### src/rtl/adc_spi_scan_if.sv
// Pin and result bundle for the serial-ADC scanner.
// Latency: none (wires only).
// Backpressure: none; valid_o is a one-clk strobe with no ready.
interface adc_spi_scan_if #(
    parameter int DATA_W = 12,
    parameter int N_CH   = 2
);
    // Control from the sample-processing side
    logic              start;
    logic              cont;
    logic [N_CH-1:0]   ch_mask;
    // ADC serial data pin
    logic              out0;
    // ADC control pins
    logic              cnvst;
    logic              cs;
    logic              sclk;
    logic [1:0]        ch_sel;
    // Result towards the sample-processing side
    logic [DATA_W-1:0] data_o;
    logic [1:0]        ch_o;
    logic              valid_o;
    logic              busy;

    // Environment view: drives requests and the ADC data pin
    modport master (
        output start, cont, ch_mask, out0,
        input  cnvst, cs, sclk, ch_sel, data_o, ch_o, valid_o, busy
    );

    // Scanner view
    modport slave (
        input  start, cont, ch_mask, out0,
        output cnvst, cs, sclk, ch_sel, data_o, ch_o, valid_o, busy
    );
endinterface

### src/rtl/adc_spi_scan.sv
// Serial-ADC scanner: drives CNVST/SCLK/CS, walks the channel mask, shifts results in MSB first.
// Latency: start in cycle 0 -> valid_o in cycle 2+CLK_DIV+(T-1)*2*CLK_DIV, T=ACQ+LAT+DATA_W SCLK rises.
// Backpressure: none; start while busy is held one-deep in pending. Option: ADC_AVG4_EN (4x averaging).
module adc_spi_scan #(
    parameter int DATA_W     = 12,
    parameter int CLK_DIV    = 4,
    parameter int N_CH       = 2,
    parameter int ACQ_PULSES = 31,
    parameter int LAT_PULSES = 5
) (
    input  logic          clk,
    input  logic          rst,
    adc_spi_scan_if.slave bus
);

    localparam int MAXC0 = (ACQ_PULSES > LAT_PULSES) ? ACQ_PULSES : LAT_PULSES;
    localparam int MAXC  = (MAXC0 > DATA_W) ? MAXC0 : DATA_W;
    localparam int CNT_W = (MAXC > 1) ? $clog2(MAXC) : 1;
    localparam int DIV_W = $clog2(CLK_DIV);

    localparam logic [CNT_W-1:0] ACQ_LAST = CNT_W'(ACQ_PULSES - 1);
    localparam logic [CNT_W-1:0] LAT_LAST = CNT_W'(LAT_PULSES - 1);
    localparam logic [CNT_W-1:0] BIT_LAST = CNT_W'(DATA_W - 1);
    localparam logic [DIV_W-1:0] DIV_LAST = DIV_W'(CLK_DIV - 1);

    typedef enum logic [2:0] {
        S_IDLE,
        S_SETUP,
        S_CONV,
        S_SHIFT,
        S_DONE
    } state_t;

    state_t            state_q, state_d;
    logic [DIV_W-1:0]  div_q;
    logic              sclk_q;
    logic [CNT_W-1:0]  cnt_q;
    logic [DATA_W-1:0] shift_q;
    logic [DATA_W-1:0] data_q;
    logic [1:0]        ch_o_q;
    logic              valid_q;
    logic [1:0]        ch_sel_q;
    logic              sel_vld_q;
    logic              pending_q;
    logic              rise;
    logic              frame_final;
    logic              cnvst_d;
    logic              cs_d;
    logic [DATA_W-1:0] result;

`ifdef ADC_AVG4_EN
    logic [DATA_W+1:0] acc_q;
    logic [DATA_W+1:0] acc_sum;
    logic [1:0]        avg_cnt_q;
`endif

    // Lowest enabled channel, 0 when the mask is empty
    function automatic logic [1:0] lowest_ch(input logic [N_CH-1:0] m);
        logic [1:0] r;
        r = 2'd0;
        for (int i = N_CH - 1; i >= 0; i--) begin
            if (m[i]) r = 2'(i);
        end
        return r;
    endfunction

    // Next enabled channel above cur, wrapping to the lowest
    function automatic logic [1:0] next_ch(input logic [N_CH-1:0] m, input logic [1:0] cur);
        logic [1:0] r;
        r = lowest_ch(m);
        for (int i = N_CH - 1; i >= 0; i--) begin
            if (m[i] && (i > int'(cur))) r = 2'(i);
        end
        return r;
    endfunction

    // A rise tick is the clk cycle whose edge takes sclk from 0 to 1
    assign rise = (state_q inside {S_SETUP, S_CONV, S_SHIFT}) && (div_q == DIV_LAST) && !sclk_q;

    // Averaging: only every fourth conversion of a channel closes out a result
`ifdef ADC_AVG4_EN
    assign acc_sum     = acc_q + {2'b00, shift_q};
    assign frame_final = (avg_cnt_q == 2'd3);
    assign result      = acc_sum[DATA_W+1:2];
`else
    assign frame_final = 1'b1;
    assign result      = shift_q;
`endif

    // State register
    always_ff @(posedge clk or posedge rst) begin
        if (rst) state_q <= S_IDLE;
        else     state_q <= state_d;
    end

    // Next state and pin decode
    always_comb begin
        state_d = state_q;
        cnvst_d = 1'b1;
        cs_d    = 1'b0;
        case (state_q)
            S_IDLE: begin
                cs_d = 1'b1;
                if ((bus.start || bus.cont) && (|bus.ch_mask)) state_d = S_SETUP;
            end
            S_SETUP: begin
                if (rise && (cnt_q == ACQ_LAST)) state_d = S_CONV;
            end
            S_CONV: begin
                cnvst_d = 1'b0;
                if (rise && (cnt_q == LAT_LAST)) state_d = S_SHIFT;
            end
            S_SHIFT: begin
                cnvst_d = 1'b0;
                if (rise && (cnt_q == BIT_LAST)) state_d = S_DONE;
            end
            S_DONE: begin
                if (bus.ch_mask == '0)
                    state_d = S_IDLE;
                else if (!frame_final || bus.cont || pending_q || bus.start)
                    state_d = S_SETUP;
                else
                    state_d = S_IDLE;
            end
            default: state_d = S_IDLE;
        endcase
    end

    // SCLK divider: parked low between frames so every frame starts from a clean phase
    always_ff @(posedge clk or posedge rst) begin
        if (rst) begin
            div_q  <= '0;
            sclk_q <= 1'b0;
        end else if (state_q == S_IDLE || state_q == S_DONE) begin
            div_q  <= '0;
            sclk_q <= 1'b0;
        end else if (div_q == DIV_LAST) begin
            div_q  <= '0;
            sclk_q <= ~sclk_q;
        end else begin
            div_q  <= div_q + 1'b1;
        end
    end

    // Rise-tick counter per phase, plus MSB-first deserialiser
    always_ff @(posedge clk or posedge rst) begin
        if (rst) begin
            cnt_q   <= '0;
            shift_q <= '0;
        end else begin
            if (state_q == S_IDLE || state_q == S_DONE)
                cnt_q <= '0;
            else if (rise)
                cnt_q <= (state_d != state_q) ? '0 : cnt_q + 1'b1;
            if (state_q == S_SHIFT && rise)
                shift_q <= {shift_q[DATA_W-2:0], bus.out0};
        end
    end

    // Result delivery, channel walk and request merging
    always_ff @(posedge clk or posedge rst) begin
        if (rst) begin
            data_q    <= '0;
            ch_o_q    <= 2'd0;
            valid_q   <= 1'b0;
            ch_sel_q  <= 2'd0;
            sel_vld_q <= 1'b0;
            pending_q <= 1'b0;
        end else begin
            valid_q <= 1'b0;
            // First frame after reset latches the lowest enabled channel
            if (state_q == S_IDLE && state_d == S_SETUP && !sel_vld_q) begin
                ch_sel_q  <= lowest_ch(bus.ch_mask);
                sel_vld_q <= 1'b1;
            end
            if (state_q == S_DONE) begin
                if (frame_final) begin
                    data_q   <= result;
                    ch_o_q   <= ch_sel_q;
                    valid_q  <= 1'b1;
                    ch_sel_q <= next_ch(bus.ch_mask, ch_sel_q);
                end
                // A request is consumed at the closing frame; mid-average it is kept
                if (bus.ch_mask == '0 || frame_final) pending_q <= 1'b0;
                else                                   pending_q <= pending_q | bus.start;
            end else if (state_q != S_IDLE) begin
                pending_q <= pending_q | bus.start;
            end
        end
    end

`ifdef ADC_AVG4_EN
    // Four-sample accumulator; an aborted average is discarded
    always_ff @(posedge clk or posedge rst) begin
        if (rst) begin
            acc_q     <= '0;
            avg_cnt_q <= 2'd0;
        end else if (state_q == S_DONE) begin
            if (frame_final || bus.ch_mask == '0) begin
                acc_q     <= '0;
                avg_cnt_q <= 2'd0;
            end else begin
                acc_q     <= acc_sum;
                avg_cnt_q <= avg_cnt_q + 2'd1;
            end
        end
    end
`endif

    assign bus.cnvst   = cnvst_d;
    assign bus.cs      = cs_d;
    assign bus.sclk    = sclk_q;
    assign bus.ch_sel  = sel_vld_q ? ch_sel_q : lowest_ch(bus.ch_mask);
    assign bus.data_o  = data_q;
    assign bus.ch_o    = ch_o_q;
    assign bus.valid_o = valid_q;
    assign bus.busy    = (state_q != S_IDLE);

endmodule
### src/flat_wrapper.sv
// flat-port wrapper written by rule: the top's interface ports become plain ports
module adc_spi_scan_flat 
#(
    parameter int DATA_W     = 12,
    parameter int CLK_DIV    = 4,
    parameter int N_CH       = 2,
    parameter int ACQ_PULSES = 31,
    parameter int LAT_PULSES = 5
)
  (clk, rst, bus_start, bus_cont, bus_ch_mask, bus_out0, bus_cnvst, bus_cs, bus_sclk, bus_ch_sel, bus_data_o, bus_ch_o, bus_valid_o, bus_busy);
  adc_spi_scan_if #(.DATA_W(DATA_W), .N_CH(N_CH)) bus_i ();
  input  logic clk;
  input  logic rst;
  input wire logic [$bits(bus_i.start)-1:0] bus_start;
  input wire logic [$bits(bus_i.cont)-1:0] bus_cont;
  input wire logic [$bits(bus_i.ch_mask)-1:0] bus_ch_mask;
  input wire logic [$bits(bus_i.out0)-1:0] bus_out0;
  output wire logic [$bits(bus_i.cnvst)-1:0] bus_cnvst;
  output wire logic [$bits(bus_i.cs)-1:0] bus_cs;
  output wire logic [$bits(bus_i.sclk)-1:0] bus_sclk;
  output wire logic [$bits(bus_i.ch_sel)-1:0] bus_ch_sel;
  output wire logic [$bits(bus_i.data_o)-1:0] bus_data_o;
  output wire logic [$bits(bus_i.ch_o)-1:0] bus_ch_o;
  output wire logic [$bits(bus_i.valid_o)-1:0] bus_valid_o;
  output wire logic [$bits(bus_i.busy)-1:0] bus_busy;
  assign bus_i.start = bus_start;
  assign bus_i.cont = bus_cont;
  assign bus_i.ch_mask = bus_ch_mask;
  assign bus_i.out0 = bus_out0;
  assign bus_cnvst = bus_i.cnvst;
  assign bus_cs = bus_i.cs;
  assign bus_sclk = bus_i.sclk;
  assign bus_ch_sel = bus_i.ch_sel;
  assign bus_data_o = bus_i.data_o;
  assign bus_ch_o = bus_i.ch_o;
  assign bus_valid_o = bus_i.valid_o;
  assign bus_busy = bus_i.busy;
  adc_spi_scan #(.DATA_W(DATA_W), .CLK_DIV(CLK_DIV), .N_CH(N_CH), .ACQ_PULSES(ACQ_PULSES), .LAT_PULSES(LAT_PULSES)) u_core (.clk(clk), .rst(rst), .bus(bus_i));
endmodule
### config.mk
export PLATFORM = sky130hd
export DESIGN_NAME = adc_spi_scan_flat
export DESIGN_NICKNAME = d
export VERILOG_FILES = /design/src/rtl/adc_spi_scan_if.sv /design/src/rtl/adc_spi_scan.sv /design/src/flat_wrapper.sv
export SDC_FILE = /design/constraint.sdc
export NUM_CORES = 1
export LEC_CHECK = 0
export CORE_MARGIN = 3
export CORE_UTILIZATION = 48
export CTS_CLUSTER_DIAMETER = 200
export CTS_CLUSTER_SIZE = 25
export DETAILED_ROUTE_END_ITERATION = 16
export PLACE_DENSITY = 0.75
export SETUP_SLACK_MARGIN = 0.02
export SYNTH_ARGS = -nofsm -noshare
export SYNTH_HDL_FRONTEND = slang
export SYNTH_SLANG_ARGS = --single-unit
### constraint.sdc
create_clock -name clk -period 1.7 [get_ports clk]
set_clock_uncertainty 0.15 [all_clocks]
set_input_delay 0.255 -clock clk [delete_from_list [all_inputs] [get_ports clk]]
set_output_delay 0.255 -clock clk [all_outputs]
set_load 0.05 [all_outputs]
==> run_results.csv, run 1 <==
group,metric,value,unit
logic_synthesis,synth_compound_area_share,6.13,%
floorplan,die_w,67.9,um
drt,drt-total-wl,4560,um
worst_hold_path,hold_path.class,"in2async",
power_and_ir_drop,pwr-share-seq,40.8,%
sta,fin_tns_setup,-623,ps
power_and_ir_drop,clkPwrFrac,29.3,%
flow_run,drv_cap,0,
clock_network,clock-sinks,40,
clock_network,numCtsBuffers,5,
logic_synthesis,synth_simple_gate_area_share,15.5,%
global_route,grt_usage,19.7,%
floorplan,rows,21,
status,violations,"negative setup slack",
clock_network,cts_tree,"yes",
critical_path,cp-end-kind,"output pin",
critical_path,cp_top_family,"buffers and inverters",
floorplan,start_util,52.2,%
critical_path,crit_type,"reg2out",
final_layout,area_delta_synth_final,52.3,%
critical_path,slowest_stage,"dfrtp_1",
sta,clock.fmax,529,MHz
sta,grt_setup_unrepaired,"true",
logic_synthesis,synthMuxAreaShare,15.3,%
critical_path,crit_arrival,1490,ps
placement,post-dp-hpwl,2560,um
global_route,antenna_found_initial,0,
sta,fin_ws,-191,ps
sta,period_minus_slack,1890,ps
final_layout,nNetsFinal,218,
logic_synthesis,synth-edff-count,0,
placement,io_buffers,25,
logic_synthesis,syn-cell-area,0.00184,sq mm
status,status,"finished, violations left",
clock_network,path_clk_slew,80,ps
placement,dp_cells,232,
final_layout,drive_above_1_share,59.1,%
logic_synthesis,syn_area_per_cell,12.3,sq um
drt,remaining_drc_errors,0,
logic_synthesis,synth_top_family_by_area,"simple AND/OR/NAND/NOR gates",
sta,setup_viol_count_final,15,
clock_network,cts_hold_buffers,0,
sta,hold_viol,0,
drt,vias_per_cell,5.41,
clock_network,htreeDepth,2,
global_route,grt_pass1_wl,6610,um
power_and_ir_drop,power.density,988,mW/mm^2
drt,drtPass1Iterations,4,
logic_synthesis,synthFlopType,"dfrtp_1",
final_layout,final_cells,254,
drt,drt-wirelength-per-cell,17.9,um
logic_synthesis,synth_xor_area_share,0.953,%
global_route,grt_pass1_vias,1381,
power_and_ir_drop,leakage,1.32,nW
floorplan,core,0.00352,sq mm
critical_path,crit_top_cell,"buf_6",
logic_synthesis,ys_seq_area_share,54.5,%
drt,drtIter0Drc,61,
floorplan,num_io_pins,28,
logic_synthesis,yosysWarnings,0,
clock_network,clk_path_buf_depth,2,
power_and_ir_drop,power.switching,0.848,mW
clock_network,clockRootBuffer,"clkbuf_8",
sta,period_share,111,%
power_and_ir_drop,peakVddDrop,0.000661,V
floorplan,die_h,67.9,um
placement,gp_congestion,0.760,
critical_path,path_buf_inv,4,
logic_synthesis,synth_cell_types,39,
final_layout,antennaDiodeCount,0,
logic_synthesis,async_flop_share,100,%
logic_synthesis,syn_inst,149,
critical_path,cp_max_fo,3,
logic_synthesis,synth-seq-cells,40,
global_route,grt_max_degree,25,
logic_synthesis,synthAdderAreaFrac,2.72,%
drt,num_vias,1374,
critical_path,worst-endpoint-required,1290,ps
power_and_ir_drop,swShare,30.6,%
critical_path,slowest_delay,400,ps
sta,slew_violations,0,
clock_network,clk_latency,300,ps
global_route,grt.overflow.total,0,
drt,ant_nets,0,
critical_path,crit_chain,"buf_6, or3_4, buf_6, clkinvlp_4, buf_12",
floorplan,dieArea,0.00461,sq mm
power_and_ir_drop,p_comb_share,29.9,%
power_and_ir_drop,intPower,1.92,mW
critical_path,critPathLaunchType,"flop",
==> registers in the layout, indices dropped and copies added, names as in the netlist <==
name	count
u_core.bus.data_o	12
u_core.bus.ch_o	1
u_core.pending_q	1
u_core.bus.valid_o	1
u_core.bus.sclk	1
u_core.cnt_q	5
u_core.ch_sel_q	1
u_core.result	12
u_core.div_q	2
u_core.sel_vld_q	1
u_core.state_q	3
==> per-layer routing <==
| layer | vias up | global-route usage, % | part of all wire [%] |
|---|---|---|---|
| met5 | - | 0 | 0 |
| met4 | 0 | 6.70 | 2.1 |
| met3 | 9 | 4.60 | 3.5 |
| met2 | 34 | 33.8 | 53 |
| met1 | 694 | 24.5 | 41 |
| li1 | 637 | - | - |
==> layout by cell type (no fill, tap or decap), types with 3 or more instances in the layout <==
cell and n:
mux2_4 3, buf_12 5, nand2_1 9, buf_6 12
buf_4 33, mux2_2 22, inv_1 4, dfrtp_1 37
clkdlybuf4s50_1 6, nor2_1 5, inv_2 3, ha_4 3
dfrtp_2 3, clkbuf_8 6, o21ai_2 4
==> cell usage after synthesis, types with 3 or more instances <==
cell type	instances	area, sq um
dfrtp_1	40	1000
mux2_2	22	248
nand2_1	10	37.5
inv_1	8	30.0
nor2_1	6	22.5
o21ai_0	6	30.0
buf_2	4	20.0
ha_1	4	50.1
nand3_1	4	20.0
mux2_1	3	33.8
nand2b_1	3	18.8
nor3b_1	3	22.5
==> tightest hold or removal path, delay by kind of cell <==
| kind | cells | cell delay (ps) |
|---|---|---|
| buf+inv | 3 | 760 |
==> path summary, 6_finish.rpt <==
kind                       slack, ps                              to  depth (start not counted)                   startpoint
max                             -190                          bus_cs                          5  u_core.state_q[2]$_DFF_PP0_
min                              200   u_core.result[10]$_DFFE_PP0P_                          3                          rst
max reg2reg                     -110  u_core.ch_sel_q[0]$_DFFE_PP0P_                          6  u_core.state_q[2]$_DFF_PP0_
min reg2reg                      340       u_core.div_q[0]$_DFF_PP0_                          1    u_core.div_q[0]$_DFF_PP0_
max in group asynchronous        920     u_core.bus.sclk$_DFFE_PP0P_                          3                          rst
min in group clk                 340       u_core.div_q[0]$_DFF_PP0_                          1    u_core.div_q[0]$_DFF_PP0_
==> logic make-up (layout without fill, tap and decap cells) <==
kind of cell             after synthesis  count (layout)
AND/OR/NAND/NOR                       44              44
flip-flops                            40              40
multiplexers                          25              25
AO/OA/AOI/OAI                         17              17
buffers and inverters                 16              74
adder cells (fa/ha/maj)                4               4
XOR/XNOR                               2               2
other                                  1               2
==> repair_timing <==
action | CTS | global route
pin swaps | 3 | 15
resized for setup | 24 | 43
setup endpoints to repair | 22 | 37
setup buffers | 4 | 8
endpoints found under the hold margin | 0 | 0
gates cloned | 1 | 1
==> power by group through the flow <==
stage | clock network [mW] | registers, mW | logic, mW
3_5_place_dp | 0 | 1.11 | 0.568
6_report | 0.810 | 1.13 | 0.828
3_3_place_gp | 0 | 1.10 | 0.539
4_1_cts | 0.821 | 1.10 | 0.625
5_1_grt | 0.858 | 1.14 | 0.893
2_1_floorplan | 0 | 1.13 | 0.296
==> per-stage QoR <==
stage	hold slack [ps]	setup slack (ps)	power, mW	cell area (sq um)	utilization [%]
final	195	-191	2.77	2800	79.5
after global routing	220	-214	2.89	2800	79.5
after CTS	153	-182	2.54	2520	71.5
after detailed placement	280	-175	1.67	2260	64.3
after global placement	272	-119	1.64	2260	64.3
after floorplan	242	-158	1.42	1870	-
==> area by class of cell <==
type / instances / area [sq um]
Sequential cell: 40 / 1000
Multi-Input combinational cell: 94 / 997
Fill cell: 202 / 721
Timing Repair Buffer: 58 / 586
Clock buffer: 6 / 82.6
Tap cell: 46 / 57.6
Clock inverter: 2 / 38.8
Inverter: 8 / 33.8
No activity file was read; power rests on OpenSTA's default activity.
==> inputs of run 2 (changes only) <==
PLACE_DENSITY = 0.72   (was 0.75)
==> run 2 against run 1 <==
  * The run still ends with negative setup slack left
  * Worst setup slack improved by 23 ps
  * Core utilization decreased by 2.5 points
  * Critical endpoint unchanged
  * Count of clock-buffer cells in the layout unchanged
  * Design area decreased by 3.2%
  * Sequential share of layout area increased by 1.1 points
  * Via count decreased by 3.1%
  * Clock power increased by 1%
==> run_results.csv, run 2 (synthesis results as in run 1) <==
group,metric,value,unit
critical_path,cp_top_family,"buffers and inverters",
worst_hold_path,hold_path.class,"in2async",
flow_run,drv_cap,0,
drt,drtIter0Drc,27,
global_route,antenna_found_initial,0,
sta,hold_viol,0,
sta,fin_tns_setup,-537,ps
sta,period_minus_slack,1870,ps
floorplan,start_util,52.2,%
floorplan,dieArea,0.00461,sq mm
final_layout,antennaDiodeCount,0,
clock_network,clk_latency,290,ps
power_and_ir_drop,power.density,1030,mW/mm^2
floorplan,core,0.00352,sq mm
global_route,grt.overflow.total,0,
floorplan,die_w,67.9,um
drt,ant_nets,0,
final_layout,area_delta_synth_final,47.5,%
floorplan,num_io_pins,28,
floorplan,die_h,67.9,um
critical_path,worst-endpoint-required,1290,ps
placement,gp_congestion,0.838,
sta,setup_viol_count_final,10,
drt,drt-total-wl,4240,um
sta,clock.fmax,535,MHz
final_layout,nNetsFinal,214,
sta,period_share,110,%
drt,drt-wirelength-per-cell,16.9,um
critical_path,crit_top_cell,"buf_6",
status,violations,"negative setup slack",
critical_path,cp-end-kind,"output pin",
drt,num_vias,1332,
drt,drtPass1Iterations,4,
clock_network,cts_tree,"yes",
clock_network,clockRootBuffer,"clkbuf_8",
drt,vias_per_cell,5.33,
critical_path,slowest_delay,390,ps
global_route,grt_pass1_vias,1310,
power_and_ir_drop,leakage,1.30,nW
placement,post-dp-hpwl,2480,um
sta,fin_ws,-169,ps
critical_path,crit_type,"reg2out",
drt,remaining_drc_errors,0,
critical_path,crit_arrival,1460,ps
final_layout,fillers,224,
floorplan,rows,21,
global_route,grt_pass1_wl,5870,um
clock_network,clock-sinks,40,
critical_path,crit_chain,"buf_6, or3_4, buf_6, clkinvlp_4, buf_12",
clock_network,clk_path_buf_depth,2,
sta,slew_violations,0,
power_and_ir_drop,peakVddDrop,0.000747,V
clock_network,htreeDepth,2,
global_route,grt_usage,17.0,%
placement,dp_cells,232,
global_route,grt_max_degree,41,
clock_network,cts_hold_buffers,0,
placement,dpl_worst_slack,-190,ps
clock_network,path_clk_slew,80,ps
power_and_ir_drop,finalPower,2.79,mW
critical_path,cp_max_fo,3,
placement,io_buffers,25,
status,status,"finished, violations left",
final_layout,drive_above_1_share,54.9,%
clock_network,numCtsBuffers,5,
final_layout,final_cells,250,
sta,whs,164,ps
critical_path,critPathLaunchType,"flop",
sta,grt_setup_unrepaired,"true",
critical_path,slowest_stage,"dfrtp_1",
final_layout,final_cell_mix,"dfrtp_1, buf_4, mux2_2, nand2_1, buf_6",
final_layout,final_common_cell,"dfrtp_1",
critical_path,path_buf_inv,4,
-- run 2: cell count changes in the layout (fill, tap and decap cells not counted), moves of 2 or more --
cell	previous run	this run
o21ai_2	4	2
dfrtp_1	37	39
buf_6	12	8
o21ai_1	1	3
dfrtp_2	3	1
-- run 2: timing repair --
action                                  CTS  global route
endpoints found under the setup margin   26            36
setup buffers                             5             3
gates resized for setup                  20            33
pin swaps                                 2            14
hold endpoints to repair                  0             0
gates cloned                              0             2
-- run 2: final timing paths --
path | startpoint | endpoint | slack, ps | depth (start not counted)
worst max-delay path | u_core.state_q[2]$_DFF_PP0_ | bus_cs | -170 | 5
worst min-delay path | rst | u_core.bus.data_o[5]$_DFFE_PP0P_ | 160 | 3
worst max register to register | u_core.state_q[2]$_DFF_PP0_ | u_core.ch_sel_q[0]$_DFFE_PP0P_ | -100 | 6
worst min register to register | u_core.bus.data_o[6]$_DFFE_PP0P_ | u_core.bus.data_o[6]$_DFFE_PP0P_ | 360 | 1
max in group asynchronous | rst | u_core.bus.sclk$_DFFE_PP0P_ | 1020 | 3
min in group clk | u_core.bus.data_o[6]$_DFFE_PP0P_ | u_core.bus.data_o[6]$_DFFE_PP0P_ | 360 | 1
-- run 2: layout make-up --
class	count	area (sq um)	share of cell area, %
inverters	8	33.8	1.25
well taps	46	57.6	2.12
clock buffers	6	82.6	3.05
repair buffers	54	538	19.8
clock inverters	2	38.8	1.43
flip-flops and latches	40	1000	37.0
multi-input cells	94	958	35.3
-- run 2: layer usage --
metal	share of wire [%]	vias to the layer above	track usage, %
met5	0	-	0
met4	2.1	0	5.21
met3	4.5	12	5.09
met2	53	35	30.4
met1	40	656	19.7
li1	-	629	-
-- run 2: stage by stage --
stage          instance area, sq um  utilization, %
2_1_floorplan                  1870               -
3_3_place_gp                   2260            64.3
3_5_place_dp                   2260            64.3
4_1_cts                        2490            70.7
5_1_grt                        2710            77.0
6_report                       2710            77.0
-- run 2: report_power, final --
group / total [mW] / switching, mW / internal, mW
registers: 1.11 / 0.0820 / 1.02
logic: 0.860 / 0.426 / 0.435
clock network: 0.821 / 0.340 / 0.480
total: 2.79 / 0.848 / 1.94
-- run 2: worst reg2reg max path: stages (launching register included) --
cell and delay (ps):
dfrtp_1 390, buf_6 120, or3_4 340, buf_4 160, nor4_4 140, o21ai_1 90, a221o_1 300
==> inputs of run 3 (changes only) <==
CAP_MARGIN = 15   (was unset)
==> results of run 3 <==
No change in the layout: final DEF, timing and power equal those of run 2.
==> RTL edit 1, RTL diff (settings of run 2) <==
`ACQ_PULSES` is set to 31 in 2 places; all go to 62.
--- a/src/rtl/adc_spi_scan.sv
+++ b/src/rtl/adc_spi_scan.sv
@@ -7,3 +7,3 @@
     parameter int N_CH       = 2,
-    parameter int ACQ_PULSES = 31,
+    parameter int ACQ_PULSES = 62,
     parameter int LAT_PULSES = 5
--- a/src/flat_wrapper.sv
+++ b/src/flat_wrapper.sv
@@ -6,3 +6,3 @@
     parameter int N_CH       = 2,
-    parameter int ACQ_PULSES = 31,
+    parameter int ACQ_PULSES = 62,
     parameter int LAT_PULSES = 5
Function: same outputs for any inputs over 10 cycles, from zero or initial values and one cycle with rst high; that may be too few to reach the edited logic, so the function may still have changed.
==> RTL edit 1 against run 2 <==
- the run still ends with setup timing left
- global-route usage is 5.0 points higher
- routed wire length is 9.8% higher
- synthesized cell count is 2.7% higher
- synthesized area is 0.95% higher
- setup slack better by 0.0090 ns
- core utilization is 5.8 points higher
- via count is 8.3% higher
- register-to-register slack worse by 0.06 ns
- sequential cell count is 1 higher
- design area is 7.5% higher
Power is not compared: it rests on default switching activity, and its combinational part moved more than twofold at a synthesized area within 25%.
==> RTL edit 1: results (changes against run 2) <==
| Metric | Value |
|---|---|
| Post-CTS setup repair buffer count | 8 (+3) |
| Area of all sequential standard cells | 1030 um^2 (+2.7%) |
| Final number of setup-violating endpoints | 23 (+13) |
| Synth unique cells | 35 (-10%) |
| Multiplexer area fraction after synthesis | 0.1517 (-0.001446) |
| Global-route met1 utilization | 0.2511 (+0.05429) |
| Worst Hold Margin | 0.1606 ns (-0.003271 ns) |
| Origin of the critical flop-to-flop path | u_core.state_q[0] |
| Violations in the final reports | setup timing |
| Synth top area cells | dfrtp_1 (55%), mux2_2 (15%), ha_1 (2.7%), nor2_1 (2.0%), inv_1 (1.6%) |
| Fraction of the mapped netlist area in adder cells | 0.02697 (-0.0002571) |
| Non-clock buffer count | 66 (+22%) |
| Pre-CTS setup slack | -0.2114 ns (-0.02100 ns) |
| Post-Place Cell Area | 2435 um^2 (+7.5%) |
| Synthesized-area fraction occupied by ao, oa, aoi and oai cells | 0.09777 (+0.03651) |
| Mapped cell area | 1856 um^2 (+0.95%) |
| Outcome | finished, violations left |
| Number of multi-input logic gates | 99 (+5.3%) |
| Family with the most delay on the worst path | simple AND/OR/NAND/NOR gates |
| Final worst slack | -0.1598 ns (+0.008973 ns) |
| Fill cell total of the finished layout | 185 (-17%) |
| WP data arrival | 1.94 ns (+0.48 ns) |
| Cell count after synthesis | 153 (+2.7%) |
| Sequential cell area fraction in the yosys report | 0.5529 (+0.008345) |
| Global Route Usage Sum | 0.2207 (+0.05023) |
| Register-to-Register Path Depth | 5 (-1) |
| Met2 Usage GRT | 0.4164 (+0.1126) |
| Post-layout power | 1.884 mW |
| Fin cells | 268 (+7.2%) |
| Multi-input logic area | 1022 um^2 (+6.7%) |
| Via count of the first global-routing pass | 1519 (+16%) |
| Largest fanout on the critical path | 2 (-1) |
-- RTL edit 1: per-layer routing --
metal / up-vias / wire length [um] / part of all wire
li1: 679 / - / -
met1: 717 / 1846 / 0.40
met2: 40 / 2545 / 0.55
met3: 7 / 193 / 0.041
met4: 0 / 68 / 0.015
met5: - / 0 / 0
-- RTL edit 1: worst max-delay path by stage --
stage	from	end	slack [ns]	cells after the start
floorplan	u_core.bus.sclk	u_core.result[0]	-0.16	5
finish	u_core.state_q[0]	u_core.ch_sel_q[0]	-0.16	5
detailed placement	bus_start	u_core.ch_sel_q[0]	-0.21	5
CTS	u_core.state_q[2]	bus_cs	-0.13	4
global placement	bus_start	u_core.ch_sel_q[0]	-0.16	5
global route	u_core.state_q[0]	u_core.ch_sel_q[0]	-0.23	5
-- RTL edit 1: worst reg2reg max path: stages (launching register included) --
cell	delay, ns
dfrtp_2	0.42
or3_4	0.40
buf_6	0.13
or4_1	0.41
nor2_1	0.16
a311o_2	0.14
==> RTL edit 2, RTL diff (settings of run 2) <==
Made on the original files. Compare `cnt_q` against `LAT_LAST` with >= in place of ==.
--- a/src/rtl/adc_spi_scan.sv
+++ b/src/rtl/adc_spi_scan.sv
@@ -110,3 +110,3 @@
                 cnvst_d = 1'b0;
-                if (rise && (cnt_q == LAT_LAST)) state_d = S_SHIFT;
+                if (rise && (cnt_q >= LAT_LAST)) state_d = S_SHIFT;
             end
Function: no difference found for any inputs over 10 cycles, from zero or initial values and one cycle with rst high; that may be too few to reach the edited logic, so the function may still have changed.
==> RTL edit 2 against run 2 <==
- the flow still finishes with violations (setup timing)
- global-route usage grew 1.6 points
- sequential cell count is the same
- setup slack gained 0.087 ns
- routed wire length shrank 10%
- critical path type is now register to register
- fmax grew 4.9%
- design area shrank 3.5%
- final cell count shrank 3.6%
- synthesized area shrank 2.7%
- core utilization shrank 1.6 points
Power is not compared: it rests on default switching activity, and its combinational part moved more than twofold at a synthesized area within 25%.
==> RTL edit 2: results (changes against run 2) <==
| Metric | Value |
|---|---|
| Outcome | finished, violations left |
| Violations in the final reports | setup timing |
| Wire length of the first global-routing pass | 6210 um (+5.9%) |
| Placed Instances | 222 (-4.3%) |
| Detailed-routing iteration count for the pre-antenna-repair pass | 6 (+2) |
| Sequential cell area fraction in the yosys report | 0.5594 (+0.01485) |
| Routed metal-1 wire length | 1583 um (-7.3%) |
| Largest fanout on the critical path | 7 (+4) |
| Buffers on Ports | 25 (unchanged) |
| Clock transition at the register clock pins on the worst setup and hold paths after CTS | 0.07 ns |
| Post-Route Setup TNS | -1.080 ns (-0.5438 ns) |
| Synth top area cells | dfrtp_1 (56%), mux2_2 (16%), ha_1 (2.8%), nand2b_1 (1.7%), inv_1 (1.7%) |
| WL final | 3812 um (-10%) |
| Final worst slack | -0.08133 ns (+0.08745 ns) |
| Synth cell count leaders | dfrtp_1 (40), mux2_2 (25), inv_1 (8) |
| Pin count of the biggest net entering global routing | 41 (unchanged) |
| Number of violations reported at the end of detailed-routing iteration 0 | 95 (+250%) |
| Final number of setup-violating endpoints | 17 (+7) |
| Half-perimeter wire length after detailed placement | 2425 um (-2.4%) |
| Detail-routed net length per standard cell | 15.82 um (-6.6%) |
| Final nets | 205 (-4.2%) |
| Number of antenna diodes | 0 (unchanged) |
| Antenna violations before repair | 0 (unchanged) |
| Cell count after synthesis | 142 (-4.7%) |
| Topmost layer with routed signal wires | met4 |
| Met2 Routed Length | 2005 um (-11%) |
| Post-Place Cell Area | 2252 um^2 (-0.55%) |
| Async set-or-reset flop fraction in the synthesized netlist | 1.000 (unchanged) |
| Max incr delay on CP | 0.35 ns (-0.04 ns) |
| WP data arrival | 1.80 ns (+0.34 ns) |
| Synth unique cells | 37 (-5.1%) |
| Via count of the first global-routing pass | 1314 (+0.31%) |
| Total number of vias | 1243 (-6.7%) |
| Global Route Usage Sum | 0.1868 (+0.01635) |
| Routed met3 length | 149 um (-22%) |
| Ratio of cells with drive above 1 in the final layout | 0.5487 (about the same) |
| Clock insertion delay at the later pin of the skew report | 0.29 ns (about the same) |
| Placer Congestion | 0.7608 (-9.3%) |
RTL edit 2: where the power goes:
group / internal, mW / total [mW] / switching, mW / leakage [nW]
clock network: 0.518 / 0.834 / 0.316 / 0.0645
logic: 0.0297 / 0.0735 / 0.0438 / 0.673
registers: 0.952 / 0.954 / 0.00156 / 0.535
RTL edit 2: layout make-up:
type,instances,area [um^2]
clock buffer,7,96.34
tap,46,57.56
multi-input combinational,89,880.8
sequential,40,1003
timing repair buffer,50,511.7
clock inverter,1,30.03
inverter,8,36.28
fill,240,852.1
RTL edit 2: timing repair:
action,4_1_cts,5_1_grt
pin swaps,6,14
setup buffers,3,7
endpoints found under the setup margin,22,22
gates cloned,1,0
resized for setup,17,17
RTL edit 2: cells by family (layout without fill, tap and decap cells):
logic type               Yosys count  in the layout  share of synthesized area
buffers and inverters             14             66                    0.04126
flip-flops                        40             40                     0.5594
multiplexers                      25             25                     0.1573
other                              1              2                   0.002096
adder cells (fa/ha/maj)            4              4                    0.02797
AO/OA/AOI/OAI                     21             21                    0.08322
AND/OR/NAND/NOR                   34             34                     0.1140
XOR/XNOR                           3              3                    0.01469
RTL edit 2: worst paths after layout:
| check | endpoint | startpoint | depth (start not counted) | slack, ns |
|---|---|---|---|---|
| max | u_core.result[6] | u_core.div_q[0] | 5 | -0.08 |
| min | u_core.result[4] | rst | 3 | 0.17 |
| max reg2reg | u_core.result[6] | u_core.div_q[0] | 5 | -0.08 |
| min reg2reg | u_core.bus.data_o[9] | u_core.bus.data_o[9] | 1 | 0.36 |
| max in group asynchronous | u_core.bus.sclk | rst | 3 | 1.01 |
| min in group clk | u_core.ch_sel_q[0] | bus_ch_mask[1] | 3 | 0.26 |
RTL edit 2: routing by layer:
metal,up-vias,global-route usage
met1,618,0.2220
li1,589,-
met2,29,0.3227
met4,0,0.06835
met3,7,0.04722
met5,-,0
RTL edit 2: metrics by stage:
stage               power [mW]  hold slack [ns]  setup slack (ns)
floorplan                1.011           0.2520          -0.08933
global placement         1.040           0.2815           -0.1653
CTS                      1.882           0.1768          -0.06927
global route             1.931           0.2231           -0.1661
detailed placement       1.041           0.2932           -0.2098
finish                   1.862           0.1748          -0.08133
RTL edit 2: critical path, delay by kind of cell (launching register included):
| kind | cells | cell delay [ns] |
|---|---|---|
| flip-flops | 1 | 0.35 |
| AND/OR/NAND/NOR | 2 | 0.55 |
| adder cells (fa/ha/maj) | 1 | 0.18 |
| multiplexers | 1 | 0.30 |
| buffers and inverters | 1 | 0.14 |
